## config.mk

```make
export PLATFORM = sky130hd
export DESIGN_NAME = master_rx_burst_port_flat
export DESIGN_NICKNAME = d
export VERILOG_FILES = /design/src/rtl/master_rx_burst_port_if.sv /design/src/rtl/master_rx_burst_port.sv /design/src/flat_wrapper.sv
export SDC_FILE = /design/constraint.sdc
export NUM_CORES = 1
export LEC_CHECK = 0
export BUFFER_PORTS_ARGS = -buffer_cell sky130_fd_sc_hd__buf_2
export CORE_UTILIZATION = 55
export DETAILED_ROUTE_END_ITERATION = 7
export PLACE_DENSITY = 0.75
export SLEW_MARGIN = 0
export SYNTH_ARGS = -nofsm -noshare
export SYNTH_HDL_FRONTEND = slang
export SYNTH_SLANG_ARGS = --single-unit
export TNS_END_PERCENT = 100
```

## constraint.sdc

```tcl
create_clock -name clk -period 3.1 [get_ports clk]
set_input_delay 0.155 -clock clk [delete_from_list [all_inputs] [get_ports clk]]
set_output_delay 0.155 -clock clk [all_outputs]
set_load 0.02 [all_outputs]
```

## src/rtl/master_rx_burst_port_if.sv

```systemverilog
// Bus and core-side signal bundle for the burst receive port.
// The master modport is the receive port's own view; the slave modport is
// the view of whatever drives the bus and the core (slave device plus core).
interface master_rx_burst_port_if #(
  parameter int WORD_SIZE  = 8,
  parameter int BURST_W    = 15,
  parameter int LANES      = 1,
  parameter int FIFO_DEPTH = 4
);
  logic [LANES-1:0]                     rx_data;
  logic                                 s_valid;
  logic                                 tx_done;
  logic [1:0]                           instruction;
  logic [BURST_W-1:0]                   burst_size;
  logic                                 abort;
  logic                                 data_ready;
  logic                                 m_ready;
  logic                                 rx_done;
  logic                                 busy;
  logic [WORD_SIZE-1:0]                 data_out;
  logic                                 data_valid;
  logic [$clog2(FIFO_DEPTH+1)-1:0]      fifo_level;

  modport master (
    input  rx_data, s_valid, tx_done, instruction, burst_size, abort, data_ready,
    output m_ready, rx_done, busy, data_out, data_valid, fifo_level
  );

  modport slave (
    output rx_data, s_valid, tx_done, instruction, burst_size, abort, data_ready,
    input  m_ready, rx_done, busy, data_out, data_valid, fifo_level
  );
endinterface

```

## src/rtl/master_rx_burst_port.sv

```systemverilog
// Master-side serial burst receiver: per-word m_ready/s_valid handshake,
// LANES bits per beat, words collected into a show-ahead FIFO for the core.
module master_rx_burst_port #(
  parameter int WORD_SIZE  = 8,
  parameter int BURST_W    = 15,
  parameter int LANES      = 1,
  parameter int FIFO_DEPTH = 4,
  parameter int MSB_FIRST  = 0
) (
  input  logic                   clk,
  input  logic                   rst,
  master_rx_burst_port_if.master bus
);

  localparam int N      = WORD_SIZE / LANES;
  localparam int BEAT_W = (N > 1) ? $clog2(N) : 1;
  localparam int PTR_W  = (FIFO_DEPTH > 1) ? $clog2(FIFO_DEPTH) : 1;
  localparam int LVL_W  = $clog2(FIFO_DEPTH + 1);
  localparam logic [BEAT_W-1:0] LAST_BEAT = BEAT_W'(N - 1);

  typedef enum logic [1:0] {IDLE, WAIT_HS, SHIFT, DONE} state_t;

  state_t               state, state_nxt;
  logic [BURST_W-1:0]   rem;
  logic [BURST_W-1:0]   word_cnt;
  logic [BEAT_W-1:0]    beat;
  logic [WORD_SIZE-1:0] word_p0;
  logic [WORD_SIZE-1:0] word_asm;
  logic [WORD_SIZE-1:0] mem [FIFO_DEPTH];
  logic [PTR_W-1:0]     wr_ptr, rd_ptr;
  logic [LVL_W-1:0]     count;
  logic [WORD_SIZE-1:0] hold;
  logic                 full, start, hs, push, pop, last_beat, last_word;

  assign full      = (count == LVL_W'(FIFO_DEPTH));
  assign start     = (state == IDLE) && (bus.instruction == 2'b11) && bus.tx_done;
  assign hs        = bus.m_ready && bus.s_valid;
  assign last_beat = (beat == LAST_BEAT);
  // Abort wins over the final beat: a cancelled word never reaches the FIFO.
  assign push      = (state == SHIFT) && last_beat && !bus.abort;
  assign pop       = (count != '0) && bus.data_ready;
  assign last_word = ((word_cnt + BURST_W'(1)) == rem);

  // Handshake is withheld while full, so a reserved push always has a slot.
  assign bus.m_ready    = (state == WAIT_HS) && !full;
  assign bus.rx_done    = (state == DONE);
  assign bus.busy       = (state != IDLE);
  assign bus.data_valid = (count != '0);
  assign bus.fifo_level = count;
  // When empty, show the last word delivered rather than a stale slot.
  assign bus.data_out   = (count != '0) ? mem[rd_ptr] : hold;

  // Merge the current beat into the partially assembled word.
  always_comb begin
    word_asm = word_p0;
    for (int k = 0; k < N; k++) begin
      if (beat == BEAT_W'(k)) begin
        if (MSB_FIRST != 0) word_asm[WORD_SIZE-(k+1)*LANES +: LANES] = bus.rx_data;
        else                word_asm[k*LANES +: LANES]             = bus.rx_data;
      end
    end
  end

  // Next-state logic for the burst sequencer.
  always_comb begin
    state_nxt = state;
    case (state)
      IDLE:    if (start) state_nxt = (bus.burst_size == '0) ? DONE : WAIT_HS;
      WAIT_HS: if (bus.abort) state_nxt = IDLE;
               else if (hs)   state_nxt = SHIFT;
      SHIFT:   if (bus.abort) state_nxt = IDLE;
               else if (last_beat) state_nxt = last_word ? DONE : WAIT_HS;
      DONE:    state_nxt = IDLE;
      default: state_nxt = IDLE;
    endcase
  end

  // Sequencer state, burst bookkeeping and beat counter.
  always_ff @(posedge clk or posedge rst) begin
    if (rst) begin
      state    <= IDLE;
      rem      <= '0;
      word_cnt <= '0;
      beat     <= '0;
    end else begin
      state <= state_nxt;
      if (start) begin
        rem      <= bus.burst_size;
        word_cnt <= '0;
      end
      if (push) word_cnt <= word_cnt + BURST_W'(1);
      if (hs) beat <= '0;
      else if (state == SHIFT) beat <= last_beat ? '0 : beat + BEAT_W'(1);
    end
  end

  // ---- stage p0: word assembly and FIFO storage (data only, no reset) ----
  always_ff @(posedge clk) begin
    if (state == SHIFT) word_p0 <= word_asm;
    if (push) mem[wr_ptr] <= word_asm;
  end

  // FIFO pointers, occupancy and the held output word.
  always_ff @(posedge clk or posedge rst) begin
    if (rst) begin
      wr_ptr <= '0;
      rd_ptr <= '0;
      count  <= '0;
      hold   <= '0;
    end else begin
      if (push) wr_ptr <= wr_ptr + PTR_W'(1);
      if (pop) begin
        rd_ptr <= rd_ptr + PTR_W'(1);
        hold   <= mem[rd_ptr];
      end
      if (push && !pop)      count <= count + LVL_W'(1);
      else if (pop && !push) count <= count - LVL_W'(1);
    end
  end

endmodule
```

## src/flat_wrapper.sv

```systemverilog
// flat-port wrapper written by rule: the top's interface ports become plain ports
module master_rx_burst_port_flat 
#(
  parameter int WORD_SIZE  = 8,
  parameter int BURST_W    = 15,
  parameter int LANES      = 1,
  parameter int FIFO_DEPTH = 4,
  parameter int MSB_FIRST  = 0
)
  (clk, rst, bus_rx_data, bus_s_valid, bus_tx_done, bus_instruction, bus_burst_size, bus_abort, bus_data_ready, bus_m_ready, bus_rx_done, bus_busy, bus_data_out, bus_data_valid, bus_fifo_level);
  master_rx_burst_port_if #(.WORD_SIZE(WORD_SIZE), .BURST_W(BURST_W), .LANES(LANES), .FIFO_DEPTH(FIFO_DEPTH)) bus_i ();
  input  logic clk;
  input  logic rst;
  input wire logic [$bits(bus_i.rx_data)-1:0] bus_rx_data;
  input wire logic [$bits(bus_i.s_valid)-1:0] bus_s_valid;
  input wire logic [$bits(bus_i.tx_done)-1:0] bus_tx_done;
  input wire logic [$bits(bus_i.instruction)-1:0] bus_instruction;
  input wire logic [$bits(bus_i.burst_size)-1:0] bus_burst_size;
  input wire logic [$bits(bus_i.abort)-1:0] bus_abort;
  input wire logic [$bits(bus_i.data_ready)-1:0] bus_data_ready;
  output wire logic [$bits(bus_i.m_ready)-1:0] bus_m_ready;
  output wire logic [$bits(bus_i.rx_done)-1:0] bus_rx_done;
  output wire logic [$bits(bus_i.busy)-1:0] bus_busy;
  output wire logic [$bits(bus_i.data_out)-1:0] bus_data_out;
  output wire logic [$bits(bus_i.data_valid)-1:0] bus_data_valid;
  output wire logic [$bits(bus_i.fifo_level)-1:0] bus_fifo_level;
  assign bus_i.rx_data = bus_rx_data;
  assign bus_i.s_valid = bus_s_valid;
  assign bus_i.tx_done = bus_tx_done;
  assign bus_i.instruction = bus_instruction;
  assign bus_i.burst_size = bus_burst_size;
  assign bus_i.abort = bus_abort;
  assign bus_i.data_ready = bus_data_ready;
  assign bus_m_ready = bus_i.m_ready;
  assign bus_rx_done = bus_i.rx_done;
  assign bus_busy = bus_i.busy;
  assign bus_data_out = bus_i.data_out;
  assign bus_data_valid = bus_i.data_valid;
  assign bus_fifo_level = bus_i.fifo_level;
  master_rx_burst_port #(.WORD_SIZE(WORD_SIZE), .BURST_W(BURST_W), .LANES(LANES), .FIFO_DEPTH(FIFO_DEPTH), .MSB_FIRST(MSB_FIRST)) u_core (.clk(clk), .rst(rst), .bus(bus_i));
endmodule
```

# After elaboration in Yosys (flattened, before gate mapping)
# Memories as Yosys holds them, arrays and structs flattened.
# Cells that the tools add are included.
classes:
  add_sub_neg: 6
  eq_ne: 16
  n_mux: 26
  reduce_logical: 22
ops:
  columns: ["op", "n"]
  rows:
  - ["$mux 15", 2]
  - ["$add 15x1->15 const B", 1]
  - ["$eq 15x15->1", 1]
  - ["$eq 3x3->1 const B", 5]
  - ["$logic_not 15->1", 1]
  - ["$mux 3", 5]
  - ["$mux 2", 7]
  - ["$mux 1", 10]
  - ["$logic_and 1x1->1", 9]
  - ["$mux 8", 1]
  - ["$pmux 2 s4", 1]
  - ["$reduce_bool 2->1", 4]
  - ["$add 3x1->3 const B", 2]
  - ["$eq 2x2->1 const B", 3]
  - ["$eq 3x2->1 const B", 2]
  - ["$ne 3x2->1 const B", 2]
  - ["$add 2x1->2 const B", 2]
  - ["$logic_not 1->1", 4]
  - ["$eq 3x1->1 const B", 1]
  - ["$logic_not 3->1", 1]
  - ["$reduce_and 3->1", 1]
  - ["$reduce_bool 3->1", 1]
  - ["$sub 3x1->3 const B", 1]
  - ["$eq 2x1->1 const B", 1]
  - ["2 further kinds", 2]
totals:
  register_bits: 58
  ram_bits: 32
  inputBits: 24
  out_inout_bits: 15
  wordCells: 80
  n_memories: 1
memory_table:
  columns: ["memory", "words", "word_bits", "read_ports", "rd_ports_with_merged_regs", "wr", "line", "text"]
  rows:
  - ["u_core.mem", 4, 8, 1, 0, 1, "master_rx_burst_port.sv:29", "logic [WORD_SIZE-1:0] mem [FIFO_DEPTH];"]

# Longest topological paths before layout
# Gate-level depths: netlist of run 1.
logic_depth:
  ltp_word: 7
  ltp_mapped: 12
  mapped_depth_nobuf: 10

# Least setup slack after synthesis of run 1
# OpenSTA, ideal clock, no wires.
synth_path:
  path_type: "register to register"
  from: "register u_core.beat[0]"
  to: "register u_core.count[2], in the netlist u_core.bus.fifo_level[2]"
  setup_time_ns: 0.080
  t_arrival_ns: 2.509
  required_time_ns: 3.020
  path_slack_ns: 0.511
  path_stages_with_launch: 13
  path_buffers: 2
  synth_period_minus_slack_ns: 2.589
  cell_sequence: "dfrtp_1 ha_1 ha_1 clkbuf_1 nand2_1 inv_1 buf_2 ha_1 inv_1 fa_1 xor2_1 nor2_1 xor2_1"
synth_via:
  elab_chain_cells: 6
  word_cells_on_any_way: 8
  classes_between: "1 x eq/ne; 1 x mux; 6 x reduce/logical"
synth_lines:
  columns: ["element", "line", "text"]
  rows:
  - ["start, declared", "master_rx_burst_port.sv:26", "logic [BEAT_W-1:0] beat;"]
  - ["start signal, assigned", "master_rx_burst_port.sv:93", "else if (state == SHIFT) beat <= last_beat ? '0 : beat + BEAT_W'(1);"]
  - ["$eq 3x3->1 (*)", "master_rx_burst_port.sv:38", "assign last_beat = (beat == LAST_BEAT);"]
  - ["$logic_and 1x1->1 (*) (2 in series)", "master_rx_burst_port.sv:40", "assign push = (state == SHIFT) && last_beat && !bus.abort;"]
  - ["named net u_core.push", "master_rx_burst_port.sv:33", "logic full, start, hs, push, pop, last_beat, last_word;"]
  - ["$logic_not 1->1", "master_rx_burst_port.sv:117", "else if (pop && !push) count <= count - LVL_W'(1);"]
  - ["$logic_and 1x1->1", "master_rx_burst_port.sv:117", null]
  - ["$reduce_bool 2->1 (no line)", null, null]
  - ["end signal, assigned", "master_rx_burst_port.sv:116", "if (push && !pop) count <= count + LVL_W'(1);"]
  - ["end signal, assigned", "master_rx_burst_port.sv:117", null]
  - ["end, declared", "master_rx_burst_port.sv:31", "logic [LVL_W-1:0] count;"]
# The timed path passes the listed nets; every way through them passes the cells marked *.
# A chain may end at the register's enable or synchronous reset.

# Worst setup path after layout of run 1
layout_path:
  from: "register u_core.beat[0]"
  to: "register u_core.count[2], in the netlist u_core.bus.fifo_level[2]"
layout_via:
  elab_chain_cells: 6
  word_cells_on_any_way: 8
  classes_between: "1 x eq/ne; 1 x mux; 6 x reduce/logical"
layout_lines:
  columns: ["element", "line"]
  rows:
  - ["$eq 3x3->1 (*)", "master_rx_burst_port.sv:38"]
  - ["$logic_and 1x1->1 (*) (2 in series)", "master_rx_burst_port.sv:40"]
  - ["$logic_not 1->1", "master_rx_burst_port.sv:117"]
  - ["$logic_and 1x1->1", "master_rx_burst_port.sv:117"]
  - ["$reduce_bool 2->1 (no line)", null]
# Mark *: on every way between the ends. The rest lies on a longest branch, timed or not.

==> results of run 1 <==
-- final timing paths --
| check | start | to | depth (start not counted) |
|---|---|---|---|
| min in group clk | bus_burst_size[13] | u_core.rem[13]$_DFFE_PP0P_ | 2 |
| min | rst | u_core.word_cnt[14]$_DFFE_PP0P_ | 2 |
| max in group asynchronous | rst | u_core.word_cnt[2]$_DFFE_PP0P_ | 2 |
| max | u_core.beat[0]$_DFFE_PP0P_ | u_core.bus.fifo_level[2]$_DFFE_PP0P_ | 10 |
| max reg2reg | u_core.beat[0]$_DFFE_PP0P_ | u_core.bus.fifo_level[2]$_DFFE_PP0P_ | 10 |
| min reg2reg | u_core.hold[4]$_DFFE_PP0P_ | u_core.hold[4]$_DFFE_PP0P_ | 1 |
-- cell families (layout without fill, tap and decap cells) --
kind of cell	Yosys count	count (layout)
AOI/OAI and AO/OA	67	67
buffers and inverters	29	71
DFF	90	90
adders and majority gates	13	13
xor gates and xnor gates	22	22
muxes	46	46
and+or+nand+nor	97	97
-- stage by stage --
step	area [um^2]	util	total power, mW	setup slack [ps]
2_1_floorplan	4480	-	2.44	511
3_3_place_gp	4760	0.610	2.69	851
3_5_place_dp	4760	0.610	2.74	746
4_1_cts	4970	0.637	3.60	718
5_1_grt	4970	0.637	3.77	497
6_report	4970	0.637	3.57	704
-- power groups by stage --
stage	Clock (mW)	Combinational [mW]	Sequential, mW
2_1_floorplan	0	0.830	1.61
3_3_place_gp	0	1.02	1.67
3_5_place_dp	0	1.05	1.69
4_1_cts	0.883	1.06	1.66
5_1_grt	0.926	1.15	1.69
6_report	0.866	1.05	1.66
-- flip-flops by register name (all words and copies together) (netlist names) --
register / count
u_core.rd_ptr: 2
u_core.word_cnt: 15
u_core.hold: 8
u_core.mem: 32
u_core.bus.fifo_level: 3
u_core.beat: 3
u_core.word_p0: 8
u_core.rem: 15
u_core.wr_ptr: 2
u_core.state: 2
-- synthesized netlist by cell type (2+ instances only) --
| master | count |
|---|---|
| inv_1 | 13 |
| nand3_1 | 12 |
| nand4_1 | 4 |
| nor3b_1 | 2 |
| nor3_1 | 4 |
| o31ai_1 | 4 |
| nor2_1 | 25 |
| a21boi_0 | 4 |
| nand2_1 | 16 |
| xor2_1 | 8 |
| and3_1 | 6 |
| xnor2_1 | 14 |
| edfxtp_1 | 40 |
| and2_1 | 5 |
| buf_2 | 8 |
| dfrtp_1 | 50 |
| clkbuf_1 | 7 |
| o22ai_1 | 2 |
| nor4_1 | 3 |
| ha_1 | 12 |
| a31o_2 | 3 |
| mux2_2 | 37 |
| nor2b_1 | 3 |
| o21ai_0 | 33 |
| mux4_2 | 8 |
| a21oi_1 | 13 |
| nand2b_1 | 3 |
-- final cells by class --
class	count	area (um^2)
Timing Repair Buffer	42	220
Sequential cell	90	2450
Clock inverter	7	90.1
Clock buffer	9	124
Tap cell	102	128
Fill cell	602	2830
Multi-Input combinational cell	245	1910
Inverter	13	48.8
-- worst max-delay path: stages, from the launching register on --
cell	delay [ps]
dfrtp_1	440
ha_1	200
ha_1	360
nand2_1	160
inv_1	100
ha_1	180
inv_1	60
fa_1	370
xor2_1	150
nor2_1	120
xor2_1	170
-- per-layer routing --
layer | global-route usage | up-vias
li1 | - | 1414
met1 | 0.304 | 1427
met2 | 0.335 | 80
met3 | 0.0448 | 9
met4 | 0.0690 | 0
met5 | 0 | -
==> impl_results.md, run 1 <==
- Req. time, crit path: 3380 ps
- Worst VDD drop: 0.305 mV
- Final #Nets: 438
- WL met2: 3810 um
- Seq pwr share: 0.464
- Fin. max-slew vios: 0
- # Post-CTS Setup Buffers: 0
- Routed length per instance: 16.3 um
- Clk pwr share: 0.242
- CTS Buf Count: 9
- Final period utilization: 0.773
- Critical path startpoint category: flop
- Worst Path Arrival: 2680 ps
- Initial antenna violation count: 0
- CP endpoint kind: flop
- Switch Pwr: 1.19 mW
- Die width: 92.3 um
- P&R area growth vs syn: 11.0%
- Drt pass-1 iters: 4
- CTS tree: yes
- FP Rows: 32
- Detailed Route WL: 8280 um
- Max FO, Critical Path: 10
- Max H-tree Level: 3
- First-pass GRT wire length: 14100 um
- Largest family of logic cells by synthesized area: multiplexers
- Status: complete, no violations
- RSZ-0062 raised after global routing: false
- Initial Util: 0.574
- Setup TNS: 0 ps
- Post-Syn Nets: 401
- Synth Area in XOR/XNOR: 0.0430
- ANT cells: 0
- Core area: 7810 um^2
- Post-synth EDFFs: 40
- Syn Std Cell Area: 4480 um^2
- Power Density: 718 nW/um^2
- WL met3: 424 um
- Final Non-Filler Cells: 508
- DRT iter0 DRCs: 201
- Hold_ws: 23.7 ps
- Worst-Margin Slew: 1020 ps
- Final Hold Vio Count: 0
- Syn avg cell area: 12.3 um^2
- Synth area leaders: dfrtp_1 28%, edfxtp_1 27%, mux2_2 9.3%
- Ys Warns: 0
- Area share of the leading cell type in the synthesized netlist: 0.279
- Number of global-route vias before repair: 2887
- Clk_lat worst skew: 360 ps
- Rel. slew slack: 0.317
- CTS Sinks: 90
- Clock Root Buffer: clkbuf_8
- Most frequent cells in the layout: 50 x dfrtp_1, 40 x edfxtp_1, 38 x buf_2, 37 x mux2_2, 33 x o21ai_0
- WL met1: 3950 um
- Mux contribution to synthesized area: 0.135
- Worst min path class: input pin to asynchronous set/reset pin
- Count of cell types in the netlist: 52
- Comb pwr share: 0.294
- Num ports: 39
- Leak pwr: 2.02 nW
- Final Setup Violations: 0
- Worst reg-to-reg setup slack: 700 ps
- Number of max-cap violations: 0
- Top cell type by total area after synthesis: dfrtp_1
- DRC: 0
- Ys flop type: dfrtp_1
- Remaining Overflow, GRT: 0
- Via density: 5.77
- Clk slew on worst S/H paths: 100 ps
- Asr flop ratio synth: 0.556
- Most common cell after layout, fill and taps aside: dfrtp_1
- Post-CTS Resized: 0
- Complex-gate fraction of the synthesized area: 0.0879
- Largest net degree at the start of global routing: 51
- Switch share: 0.333
- Placed insts: 492
- Die Ht: 92.3 um
- Dpl hpwl: 5950 um
- Sequential fraction of the synthesis area: 0.547
- Area share of and/or/nand/nor cells after synthesis: 0.122
- Internal Power: 2.38 mW
- Setup Skew: 13.6 ps
- Via count: 2930
- ANT nets after route: 0
- Top Layer Used: met4
- Port Buffers: 38
- Total track usage: 0.215
- Hold buffer count at cts: 0
- WS Path Type: flop to flop
- Die ar.: 8510 um^2
- Synth Area in Adders: 0.0380
- Post-synthesis cell count: 364
- Share of layout cells above drive strength 1: 0.281
- Fmax: 417 MHz
- Yosys reg bits: 90
- RePlAce Congestion: 0.807
- Post-route minimum period: 2400 ps
- CTS max path bufs: 2
(Power assumes the default switching activity.)
==> inputs of run 2 (changes only) <==
==> constraint.sdc (replaced) <==
create_clock -name clk -period 2.3 [get_ports clk]
set_input_delay 0.115 -clock clk [delete_from_list [all_inputs] [get_ports clk]]
set_output_delay 0.115 -clock clk [all_outputs]
set_load 0.02 [all_outputs]
==> impl_results.md, run 2 (synthesis results as in run 1) <==
- WS Path Type: flop to flop
- Crit path launch: u_core.bus.fifo_level[0]$_DFFE_PP0P_
- Clock Root Buffer: clkbuf_8
- Max H-tree Level: 3
- Status: complete, no violations
- Fin area: 5150 um^2
- Number of global-route vias before repair: 3046
- CP endpoint kind: flop
- Req. time, crit path: 2590 ps
- Via density: 5.68
- Final Total Pwr: 4.83 mW
- Critical path startpoint category: flop
- Setup Skew: 14.9 ps
- P&R area growth vs syn: 14.9%
- Clk slew on worst S/H paths: 90 ps
- ANT cells: 0
- Largest net degree at the start of global routing: 32
- Max FO, Critical Path: 5
- Fin. max-slew vios: 0
- Die width: 92.3 um
- Worst Path Arrival: 2380 ps
- Die ar.: 8510 um^2
- Routed length per instance: 17.0 um
- CTS max path bufs: 2
- Power Density: 938 nW/um^2
- Rel. slew slack: 0.583
- Die Ht: 92.3 um
- RSZ-0062 raised after global routing: false
- Hold path startpoint: bus_burst_size[4]
- Final #Nets: 457
- Most common cell after layout, fill and taps aside: dfrtp_1
- Leading registers by flop count: u_core.mem: 32 flops, u_core.rem: 15 flops, u_core.word_cnt: 15 flops
- Most frequent cells in the layout: 50 x dfrtp_1, 40 x edfxtp_1, 38 x buf_2, 37 x mux2_2, 33 x o21ai_0
- Initial Util: 0.574
- Number of max-cap violations: 0
- RePlAce Congestion: 0.863
- CTS tree: yes
- CTS Buf Count: 9
- Drt pass-1 iters: 4
- Max reg flops: 32
- Final period utilization: 0.911
- Share of layout cells above drive strength 1: 0.294
- Fmax: 477 MHz
- Post-CTS Resized: 0
- First-pass GRT wire length: 15100 um
- DP Area: 4830 um^2
- Remaining Overflow, GRT: 0
- Leak pwr: 2.12 nW
- Total track usage: 0.234
- Clk_lat worst skew: 360 ps
- Port Buffers: 38
- Core area: 7810 um^2
- Reg-to-Reg Start: u_core.bus.fifo_level[0]$_DFFE_PP0P_
- DRC: 0
- Dpl hpwl: 6320 um
- Most flops, register: u_core.mem
- Detailed Route WL: 8960 um
- Num ports: 39
- Final core occ: 0.660
- Final Hold Vio Count: 0
- Worst min path class: input pin to flop
- ANT nets after route: 0
- Worst VDD drop: 0.457 mV
- Worst-Margin Slew: 624 ps
- Final Setup Violations: 0
- Post-route minimum period: 2100 ps
- Via count: 2992
- CTS Sinks: 90
- Setup TNS: 0 ps
- Placed insts: 500
- Initial antenna violation count: 0
- Final Non-Filler Cells: 527
- DRT iter0 DRCs: 162
- FP Rows: 32
==> run 2: timing repair <==
item / 4_1_cts / 5_1_grt
buffers inserted: 0 / 0
hold endpoints to repair: 39 / 0
hold buffers: 11 / 0
==> run 2: power by group <==
group / internal [mW] / switching (mW) / leakage, nW
clock network: 0.513 / 0.595 / 0.110
logic: 0.746 / 0.777 / 1.02
registers: 1.97 / 0.227 / 0.985
==> run 2: stage by stage <==
| stage | hold slack (ps) | setup WS, ps |
|---|---|---|
| after floorplan | 266 | 11.3 |
| after global placement | 228 | 320 |
| after detailed placement | 242 | 228 |
| after CTS | 3.38 | 181 |
| after global routing | 7.01 | 51.1 |
| final | 9.49 | 204 |
==> run 2: layout make-up <==
class,count,area (um^2)
multi-input combinational,245,1920
sequential,90,2450
clock buffer,11,163
clock inverter,5,48.8
inverter,13,48.8
tap,102,128
timing repair buffer,61,390
fill,601,2660
==> run 2: per-layer routing <==
layer  global-route usage  part of all wire  vias to the layer above
met4               0.0651            0.0078                        0
met3               0.0448             0.041                        8
met1                0.334              0.48                     1465
met5                    0                 0                        -
met2                0.369              0.48                       70
li1                     -                 -                     1449
==> run 2: worst max-delay path: stages (launching register included) <==
cell,delay (ps)
dfrtp_1,450
or3_1,410
nand2_1,120
ha_1,190
inv_1,60
fa_1,370
xor2_1,160
nor2_1,120
xor2_1,150
==> run 2: worst paths after layout <==
check	endpoint	cells after the start	slack [ps]
hold reg to reg	u_core.hold[4]$_DFFE_PP0P_	1	510
hold / removal	u_core.rem[4]$_DFFE_PP0P_	2	9
setup / recovery	u_core.bus.fifo_level[2]$_DFFE_PP0P_	8	200
min in group asynchronous	u_core.word_cnt[14]$_DFFE_PP0P_	3	370
max in group asynchronous	u_core.bus.fifo_level[0]$_DFFE_PP0P_	4	1310
setup reg to reg	u_core.bus.fifo_level[2]$_DFFE_PP0P_	8	200
